**src/rtl/pacote_pipeline.sv**
```systemverilog
// Shared types and constants for the ID/EX pipeline slice: control word layout,
// the NOP control value, the x0 address and the ALU operation encodings.
package pacote_pipeline;

   localparam int LARGURA_ALU_OP_PKG = 4;
   localparam int LARGURA_CTRL       = 7 + LARGURA_ALU_OP_PKG;

   typedef struct packed {
      logic                          escreve_reg;
      logic                          le_mem;
      logic                          escreve_mem;
      logic                          mem_para_reg;
      logic                          alu_src;
      logic                          branch;
      logic                          jump;
      logic [LARGURA_ALU_OP_PKG-1:0] alu_op;
   } ctrl_t;

   localparam ctrl_t       CTRL_NOP      = '0;
   localparam logic [4:0]  REG_ZERO      = 5'd0;
   localparam logic [15:0] CONTADOR_MAX  = 16'hFFFF;

   localparam logic [LARGURA_ALU_OP_PKG-1:0] ALU_ADD  = 4'd0;
   localparam logic [LARGURA_ALU_OP_PKG-1:0] ALU_SUB  = 4'd1;
   localparam logic [LARGURA_ALU_OP_PKG-1:0] ALU_AND  = 4'd2;
   localparam logic [LARGURA_ALU_OP_PKG-1:0] ALU_OR   = 4'd3;
   localparam logic [LARGURA_ALU_OP_PKG-1:0] ALU_XOR  = 4'd4;
   localparam logic [LARGURA_ALU_OP_PKG-1:0] ALU_SLL  = 4'd5;
   localparam logic [LARGURA_ALU_OP_PKG-1:0] ALU_SRL  = 4'd6;
   localparam logic [LARGURA_ALU_OP_PKG-1:0] ALU_SRA  = 4'd7;
   localparam logic [LARGURA_ALU_OP_PKG-1:0] ALU_SLT  = 4'd8;
   localparam logic [LARGURA_ALU_OP_PKG-1:0] ALU_SLTU = 4'd9;
   localparam logic [LARGURA_ALU_OP_PKG-1:0] ALU_LUI  = 4'd10;

endpackage

```
**src/rtl/detector_load_uso.sv**
```systemverilog
// Combinational load-use hazard detector: flags an ID instruction that reads the
// destination of a load currently sitting in EX. x0 never creates a hazard.
module detector_load_uso
   import pacote_pipeline::*;
(
   input  logic       valido_id,
   input  logic       valido_ex,
   input  logic       le_mem_ex,
   input  logic [4:0] rd_ex,
   input  logic [4:0] rs1_id,
   input  logic [4:0] rs2_id,
   input  logic       usa_rs1_id,
   input  logic       usa_rs2_id,
   output logic       bolha_load_uso
);

   logic casa_rs1;
   logic casa_rs2;

   assign casa_rs1 = usa_rs1_id & (rs1_id == rd_ex);
   assign casa_rs2 = usa_rs2_id & (rs2_id == rd_ex);

   assign bolha_load_uso = valido_id & valido_ex & le_mem_ex & (rd_ex != REG_ZERO)
                         & (casa_rs1 | casa_rs2);

endmodule

```
**src/rtl/registrador_id_ex.sv**
```systemverilog
// ID/EX pipeline register with load-use bubble insertion, stall/flush and a
// saturating bubble counter. Optional WB bypass on operand capture: ID_EX_BYPASS_WB_EN.
module registrador_id_ex
   import pacote_pipeline::*;
#(
   parameter int LARGURA_DADO   = 32,
   parameter int LARGURA_ALU_OP = 4
) (
   input  logic                      clk,
   input  logic                      reset,
   input  logic                      valido_id,
   input  logic [LARGURA_DADO-1:0]   pc_id,
   input  logic [LARGURA_DADO-1:0]   dado_fonte1_id,
   input  logic [LARGURA_DADO-1:0]   dado_fonte2_id,
   input  logic [LARGURA_DADO-1:0]   imediato_id,
   input  logic [4:0]                rs1_id,
   input  logic [4:0]                rs2_id,
   input  logic [4:0]                rd_id,
   input  logic                      usa_rs1_id,
   input  logic                      usa_rs2_id,
   input  logic [6+LARGURA_ALU_OP:0] ctrl_id,
   input  logic                      parar_ex,
   input  logic                      limpar_ex,
   input  logic                      habilita_escrita_wb,
   input  logic [4:0]                endereco_destino_wb,
   input  logic [LARGURA_DADO-1:0]   dado_escrita_wb,
   output logic                      valido_ex,
   output logic [LARGURA_DADO-1:0]   pc_ex,
   output logic [LARGURA_DADO-1:0]   dado1_ex,
   output logic [LARGURA_DADO-1:0]   dado2_ex,
   output logic [LARGURA_DADO-1:0]   imediato_ex,
   output logic [4:0]                rs1_ex,
   output logic [4:0]                rs2_ex,
   output logic [4:0]                rd_ex,
   output logic [6+LARGURA_ALU_OP:0] ctrl_ex,
   output logic                      parar_if_id,
   output logic                      bolha_load_uso,
   output logic [15:0]               contador_bolhas
);

   logic                    valido_reg;
   logic [LARGURA_DADO-1:0] pc_reg;
   logic [LARGURA_DADO-1:0] dado1_reg;
   logic [LARGURA_DADO-1:0] dado2_reg;
   logic [LARGURA_DADO-1:0] imediato_reg;
   logic [4:0]              rs1_reg;
   logic [4:0]              rs2_reg;
   logic [4:0]              rd_reg;
   ctrl_t                   ctrl_reg;
   logic [15:0]             contador_reg;

   ctrl_t                   ctrl_entrada;
   ctrl_t                   ctrl_next;
   logic [LARGURA_DADO-1:0] dado1_next;
   logic [LARGURA_DADO-1:0] dado2_next;
   logic                    bolha;

   assign ctrl_entrada = ctrl_t'(ctrl_id);

   // Invalid slots carry a NOP; writes to x0 are squashed here so EX/MEM/WB never see them.
   always_comb begin
      ctrl_next = CTRL_NOP;
      if (valido_id) begin
         ctrl_next = ctrl_entrada;
         if (rd_id == REG_ZERO) ctrl_next.escreve_reg = 1'b0;
      end
   end

`ifdef ID_EX_BYPASS_WB_EN
   logic bypass1;
   logic bypass2;

   assign bypass1    = habilita_escrita_wb & (endereco_destino_wb != REG_ZERO)
                     & (endereco_destino_wb == rs1_id);
   assign bypass2    = habilita_escrita_wb & (endereco_destino_wb != REG_ZERO)
                     & (endereco_destino_wb == rs2_id);
   assign dado1_next = bypass1 ? dado_escrita_wb : dado_fonte1_id;
   assign dado2_next = bypass2 ? dado_escrita_wb : dado_fonte2_id;
`else
   logic unused_wb;

   assign unused_wb  = ^{habilita_escrita_wb, endereco_destino_wb, dado_escrita_wb};
   assign dado1_next = dado_fonte1_id;
   assign dado2_next = dado_fonte2_id;
`endif

   detector_load_uso u_detector (
      .valido_id      (valido_id),
      .valido_ex      (valido_reg),
      .le_mem_ex      (ctrl_reg.le_mem),
      .rd_ex          (rd_reg),
      .rs1_id         (rs1_id),
      .rs2_id         (rs2_id),
      .usa_rs1_id     (usa_rs1_id),
      .usa_rs2_id     (usa_rs2_id),
      .bolha_load_uso (bolha)
   );

   always_ff @(posedge clk) begin
      if (reset) begin
         valido_reg   <= 1'b0;
         pc_reg       <= '0;
         dado1_reg    <= '0;
         dado2_reg    <= '0;
         imediato_reg <= '0;
         rs1_reg      <= '0;
         rs2_reg      <= '0;
         rd_reg       <= '0;
         ctrl_reg     <= CTRL_NOP;
         contador_reg <= '0;
      end else if (limpar_ex) begin
         // Data fields are left as they are; a cleared valid/ctrl makes them harmless.
         valido_reg <= 1'b0;
         ctrl_reg   <= CTRL_NOP;
      end else if (parar_ex) begin
         valido_reg <= valido_reg;
      end else if (bolha) begin
         valido_reg <= 1'b0;
         ctrl_reg   <= CTRL_NOP;
         if (contador_reg != CONTADOR_MAX) contador_reg <= contador_reg + 16'd1;
      end else begin
         valido_reg   <= valido_id;
         pc_reg       <= pc_id;
         dado1_reg    <= dado1_next;
         dado2_reg    <= dado2_next;
         imediato_reg <= imediato_id;
         rs1_reg      <= rs1_id;
         rs2_reg      <= rs2_id;
         rd_reg       <= rd_id;
         ctrl_reg     <= ctrl_next;
      end
   end

   assign valido_ex       = valido_reg;
   assign pc_ex           = pc_reg;
   assign dado1_ex        = dado1_reg;
   assign dado2_ex        = dado2_reg;
   assign imediato_ex     = imediato_reg;
   assign rs1_ex          = rs1_reg;
   assign rs2_ex          = rs2_reg;
   assign rd_ex           = rd_reg;
   assign ctrl_ex         = ctrl_reg;
   assign contador_bolhas = contador_reg;
   assign bolha_load_uso  = bolha;
   assign parar_if_id     = parar_ex | (bolha & ~limpar_ex);

endmodule

```
**config.mk**
```make
export PLATFORM = sky130hd
export DESIGN_NAME = registrador_id_ex
export DESIGN_NICKNAME = d
export VERILOG_FILES = /design/src/rtl/pacote_pipeline.sv /design/src/rtl/detector_load_uso.sv /design/src/rtl/registrador_id_ex.sv
export SDC_FILE = /design/constraint.sdc
export NUM_CORES = 1
export LEC_CHECK = 0
export BUFFER_PORTS_ARGS = -buffer_cell sky130_fd_sc_hd__buf_2
export CAP_MARGIN = 20
export CORE_MARGIN = 1.5
export CORE_UTILIZATION = 30
export DETAILED_ROUTE_END_ITERATION = 10
export SKIP_CTS_REPAIR_TIMING = 1
export SLEW_MARGIN = 20
export SYNTH_ARGS = -nofsm -noshare
export SYNTH_HDL_FRONTEND = slang
export SYNTH_HIERARCHICAL = 1
export SYNTH_SLANG_ARGS = --single-unit
```
**constraint.sdc**
```tcl
create_clock -name clk -period 3.33 [get_ports clk]
set_clock_uncertainty 0.15 [all_clocks]
set_input_delay 0.4995 -clock clk [delete_from_list [all_inputs] [get_ports clk]]
set_output_delay 0.4995 -clock clk [all_outputs]
set_load 0.03 [all_outputs]
```
; After elaboration in Yosys (flattened, before gate mapping)
; Index checks and enable logic that the tools add are counted.
[word_totals]
regBits = 171
input_bits = 199
output_inout_bits = 173
elab_cells = 42
[op_classes]
n_addsub = 1
eq_ne = 3
mux = 4
n_bitwise = 12
reduce_logical = 5
[op_table]
columns = operator, n
row1 = $mux 11, 2
row2 = $add 16x1->16 const B, 1
row3 = $ne 16x16->1 const B, 1
row4 = $eq 5x5->1, 2
row5 = $and 1x1->1, 7
row6 = $logic_not 5->1, 1
row7 = $reduce_bool 5->1, 1
row8 = $reduce_and 4->1, 1
row9 = $not 1->1, 3
row10 = $reduce_and 3->1, 1
row11 = $mux 1, 2
row12 = $or 1x1->1, 2
row13 = $reduce_or 2->1, 1

; Depth between registers and ports, before layout
[depth]
depth_word = 6
mapped_depth = 10
depth_no_buf = 8

; By module
; The synthesis kept the hierarchy.
[modules_own_cells]
columns = module, n_inst, cells_each, area_each_um2, seq_area_each_um2
row1 = registrador_id_ex, 1, 767, 6194.7, 3423.3
row2 = detector_load_uso, 1, 17, 131.4, 0.0

; Worst setup path before layout
; Ideal clock, no wire load.
[synth_timing]
path_type = register to register
start = register rd_reg[0], in the netlist rd_ex[0]
end = register contador_reg[10], in the netlist contador_bolhas[10]
setup_time_ps = 121
t_arrival_ps = 2972
required_ps = 3059
path_slack_ps = 87
path_stages_with_launch = 9
n_path_buf = 0
synth_period_minus_slack_ps = 3243
path_cell_list = dfxtp_1 > xor2_1 > nor4_1 > nand3_1 > a21oi_1 > nor3b_4 > nand2b_2 > nor4_1 > mux2_2
[synth_via]
elab_chain_cells = 5
elab_cells_between_ends = 9
classes_between = eq/ne (2) / bitwise (5) / reduce/logical (2)
[synth_rtl]
columns = element, line
row1 = from (decl), registrador_id_ex.sv:48  ; logic [4:0] rd_reg;
row2 = from (signal assigned), registrador_id_ex.sv:129  ; rd_reg <= rd_id;
row3 = $eq 5x5->1 (on tied branches), "detector_load_uso.sv:20, detector_load_uso.sv:21"
row4 = $and 1x1->1 (on tied branches), "detector_load_uso.sv:20, detector_load_uso.sv:21"
row5 = $or 1x1->1, detector_load_uso.sv:24  ; & (casa_rs1 | casa_rs2);
row6 = $and 1x1->1 *, detector_load_uso.sv:24
row7 = via bolha_load_uso, registrador_id_ex.sv:37  ; output logic bolha_load_uso,
row8 = $reduce_and 4->1 (no source line) *, n/a
row9 = to (signal assigned), registrador_id_ex.sv:120  ; if (contador_reg != CONTADOR_MAX) contador_reg <= contador_reg + 16'd1;
row10 = to (decl), registrador_id_ex.sv:50  ; logic [15:0] contador_reg;
; The timed path passes the listed nets; every way through them passes the cells marked *.
; A chain may end at the register's enable or synchronous reset.

; Worst setup path in the final report
[layout_timing]
start = register rd_reg[0], in the netlist rd_ex[0]
end = output parar_if_id
[layout_via]
elab_chain_cells = 6
elab_cells_between_ends = 10
classes_between = eq/ne (2) / bitwise (7) / reduce/logical (1)
[layout_rtl]
columns = element, line
row1 = $eq 5x5->1 (on tied branches), "detector_load_uso.sv:20, detector_load_uso.sv:21"
row2 = $and 1x1->1 (on tied branches), "detector_load_uso.sv:20, detector_load_uso.sv:21"
row3 = $or 1x1->1, detector_load_uso.sv:24
row4 = $and 1x1->1 *, detector_load_uso.sv:24
row5 = $and 1x1->1 *, registrador_id_ex.sv:145  ; assign parar_if_id = parar_ex | (bolha & ~limpar_ex);
row6 = $or 1x1->1 *, registrador_id_ex.sv:145
row7 = to (decl), registrador_id_ex.sv:36  ; output logic parar_if_id,
; Every way passes the cells marked *; elsewhere a longest branch is shown, timed or not.

==> impl_metrics.env <==
export IMPL_status="complete, no violations"
export IMPL_synth_fa_ha_area_frac=0.001978
export IMPL_min_path_type="in -> reg"
export IMPL_ys_flop_type="dfxtp_1"
export IMPL_io_buffer_count=333
export IMPL_synth_area_top_cells="dfxtp_1 (54%), nand2_1 (17%), a21oi_1 (13%)"
export IMPL_ios=372
export IMPL_antenna_found_initial=0
export IMPL_powerDensity_nw_per_um2=549.3
export IMPL_yosysTopAreaCell="dfxtp_1"
export IMPL_cp_required_ns=2.68
export IMPL_r2r_end="contador_bolhas[12]"
export IMPL_antenna_cells=0
export IMPL_grtUsageTotal=0.1686
export IMPL_synth_top_family_by_area="simple AND/OR/NAND/NOR gates"
export IMPL_max_freq_mhz=340.1
export IMPL_worstSetupEndpointType="output pin"
export IMPL_slew_violations=0
export IMPL_netlist_area_leader_share=0.5411
export IMPL_max_cap_violations=0
export IMPL_cts_buffers=17
export IMPL_ant_nets=0
export IMPL_routedWlPerCell_um=14.14
export IMPL_drc=0
export IMPL_row_count=52
export IMPL_clk_latency_ns=0.42
export IMPL_grt_remaining_overflow=0
export IMPL_synth_edf_count=0
export IMPL_startpoint_type="flop"
export IMPL_dieArea_sq_um=21970
export IMPL_nNetsFinal=1291
export IMPL_routed_wl_um=19430
export IMPL_setup_viol=0
export IMPL_yosys_warnings=6
export IMPL_core_sq_um=20430
export IMPL_synthesis_area_sq_um=6326
export IMPL_final_min_clock_period_ns=2.940
export IMPL_tritoncts="yes"
export IMPL_r2r_cells=8
export IMPL_clk_pin_slew_ns=0.07
export IMPL_avgSynthCellArea_sq_um=8.069
export IMPL_leakagePower_nw=4.042
export IMPL_vias_per_cell=4.560
export IMPL_synth_nets=984
export IMPL_grt_start_max_net_pins=90
export IMPL_rrSetupSlack_ns=0.45
export IMPL_finalWorstSetupSlack_ns=0.3898
export IMPL_path_class="reg -> out"
export IMPL_worstSetupStartpoint="rd_ex[0]"
export IMPL_drt_first_pass_iters=4
export IMPL_grt_pass1_wl_um=29500
export IMPL_path_max_fanout=6
export IMPL_slew_headroom=0.5062
export IMPL_root_buffer="clkbuf_16"
export IMPL_r2r_start="rd_ex[0]"
export IMPL_synth_cell_types=41
export IMPL_syn2layout_area_growth_pct=39.75
export IMPL_hold_violations=0
export IMPL_async_flop_share=0
export IMPL_peakVddDrop_mv=0.2983
export IMPL_synthSimpleGateAreaFrac=0.2387
export IMPL_initial_core_util=0.3097
export IMPL_h_tree_depth=4
export IMPL_synth_xor_area_frac=0.01384
export IMPL_die_h_um=148.2
export IMPL_routabilityCongestion=0.8105
export IMPL_synth_compound_area_frac=0.1555
export IMPL_cp_data_arrival_time_ns=2.29
export IMPL_drive_above_1_share=0.3514
export IMPL_yosysSeqAreaShare=0.5411
export IMPL_grt_pass1_vias=5577
export IMPL_critPathCapture="parar_if_id"
export IMPL_fin_setup_tns_ns=0
export IMPL_vias=6266
export IMPL_drt_iter0_markers=314
export IMPL_cts_sinks=171
export IMPL_num_fill_cells=2119
export IMPL_rsz0062_at_grt="no"
export IMPL_ys_seq_elements=171
export IMPL_detailedPlacementHpwl_um=13530
export IMPL_clockBufferDepth=2
export IMPL_die_w_um=148.2
export IMPL_worst_pin_slew_ns=0.7407
export IMPL_synthMuxAreaShare=0.005340
export IMPL_syn_inst=784
export IMPL_dpl_worst_slack_ns=0.3090
export IMPL_period_share=0.8829
[cell usage after synthesis, types with 2 or more instances]
cell type,number
inv_1,4
dfxtp_1,171
a21oi_1,159
buf_2,15
nor2b_1,3
nand2_1,293
mux2_2,3
xnor2_1,2
nor2_1,16
nand3_1,8
nand4_1,2
or4_1,11
clkbuf_1,35
o21ai_1,2
and4_2,2
nor4_1,5
o21ai_0,2
xor2_1,8
a22oi_1,10
or3_1,3
buf_6,2
o31ai_1,9
[cell usage in the layout, fill, tap and decap left out, drive strengths merged, types with 2 or more instances in the layout]
| master | synthesis | layout |
|---|---|---|
| a21oi | 159 | 159 |
| a22oi | 10 | 10 |
| and4 | 3 | 3 |
| buf | 18 | 343 |
| bufinv | 0 | 3 |
| clkbuf | 36 | 19 |
| clkinv | 0 | 2 |
| clkinvlp | 0 | 2 |
| dfxtp | 171 | 171 |
| inv | 4 | 10 |
| mux2 | 3 | 3 |
| nand2 | 293 | 293 |
| nand3 | 8 | 8 |
| nand4 | 4 | 4 |
| nor2 | 16 | 16 |
| nor2b | 3 | 3 |
| nor3 | 2 | 2 |
| nor3b | 2 | 2 |
| nor4 | 6 | 6 |
| o21ai | 4 | 4 |
| o31ai | 9 | 9 |
| or3 | 4 | 4 |
| or4 | 11 | 11 |
| xnor2 | 2 | 2 |
| xor2 | 8 | 8 |
[where the power goes]
| group | internal (mW) | total, mW | switching [mW] |
|---|---|---|---|
| logic | 0.196 | 0.580 | 0.384 |
| clock network | 1.22 | 2.11 | 0.887 |
| registers | 2.13 | 2.17 | 0.0399 |
| total | 3.55 | 4.86 | 1.31 |
[worst min-delay path by stage]
stage	start	endpoint	slack, ns	cells past startpoint
4_1_cts	dado_fonte1_id[25]	dado1_ex[25]	0.13	3
3_3_place_gp	pc_ex[12]	pc_ex[12]	0.29	2
6_report	ctrl_id[9]	ctrl_ex[9]	0.16	3
3_5_place_dp	dado1_ex[4]	dado1_ex[4]	0.29	2
2_1_floorplan	dado1_ex[0]	dado1_ex[0]	0.43	2
5_1_grt	dado_fonte2_id[9]	dado2_ex[9]	0.14	3
[area by class of cell]
type | count | area [sq um] | area share
timing repair buffer | 343 | 1807 | 0.2044
inverter | 4 | 15.01 | 0.001698
clock buffer | 19 | 442.9 | 0.05010
multi-input combinational | 554 | 2638 | 0.2983
sequential | 171 | 3423 | 0.3872
tap | 270 | 337.8 | 0.03821
clock inverter | 13 | 177.7 | 0.02010
[metal layers]
layer | routed length, um | track usage | vias up
met5 | 0 | 0 | -
met4 | 487 | 0.07228 | 0
met3 | 1212 | 0.04110 | 32
met2 | 9198 | 0.2750 | 217
met1 | 8533 | 0.2122 | 2797
li1 | - | - | 3220
[registers in the layout (all words and copies together), names as in the netlist, 5 cells and up]
| signal | flops |
|---|---|
| imediato_ex | 32 |
| rd_ex | 5 |
| dado2_ex | 32 |
| contador_bolhas | 16 |
| rs1_ex | 5 |
| dado1_ex | 32 |
| rs2_ex | 5 |
| pc_ex | 32 |
| ctrl_ex | 11 |
[stage by stage]
| step | cell area [sq um] | util | power [mW] | cells | hold slack (ns) |
|---|---|---|---|---|---|
| 2_1_floorplan | 6326 | - | 2.562 | 784 | 0.4307 |
| 3_5_place_dp | 8220 | 0.4024 | 2.800 | 1342 | 0.2930 |
| 6_report | 8841 | 0.4328 | 4.856 | 1374 | 0.1559 |
| 4_1_cts | 8841 | 0.4328 | 4.933 | 1374 | 0.1343 |
| 3_3_place_gp | 8220 | 0.4024 | 2.794 | 1342 | 0.2883 |
| 5_1_grt | 8841 | 0.4328 | 5.056 | 1374 | 0.1419 |
[cell families (layout without fill, tap and decap cells)]
family,Yosys count,count (layout)
multiplexers,3,3
adder cells (fa/ha/maj),1,1
AO/OA/AOI/OAI,185,185
XOR/XNOR,10,10
flip-flops,171,171
AND/OR/NAND/NOR,355,355
buffers and inverters,59,379
[worst max-delay path, cell delays in order (launching register included)]
cell	delay, ns
dfxtp_1	0.38
xor2_1	0.19
nor4_1	0.31
nand3_1	0.13
a21oi_1	0.33
buf_4	0.23
a21o_2	0.12
buf_2	0.20
Power figures use the tool's default switching activity.
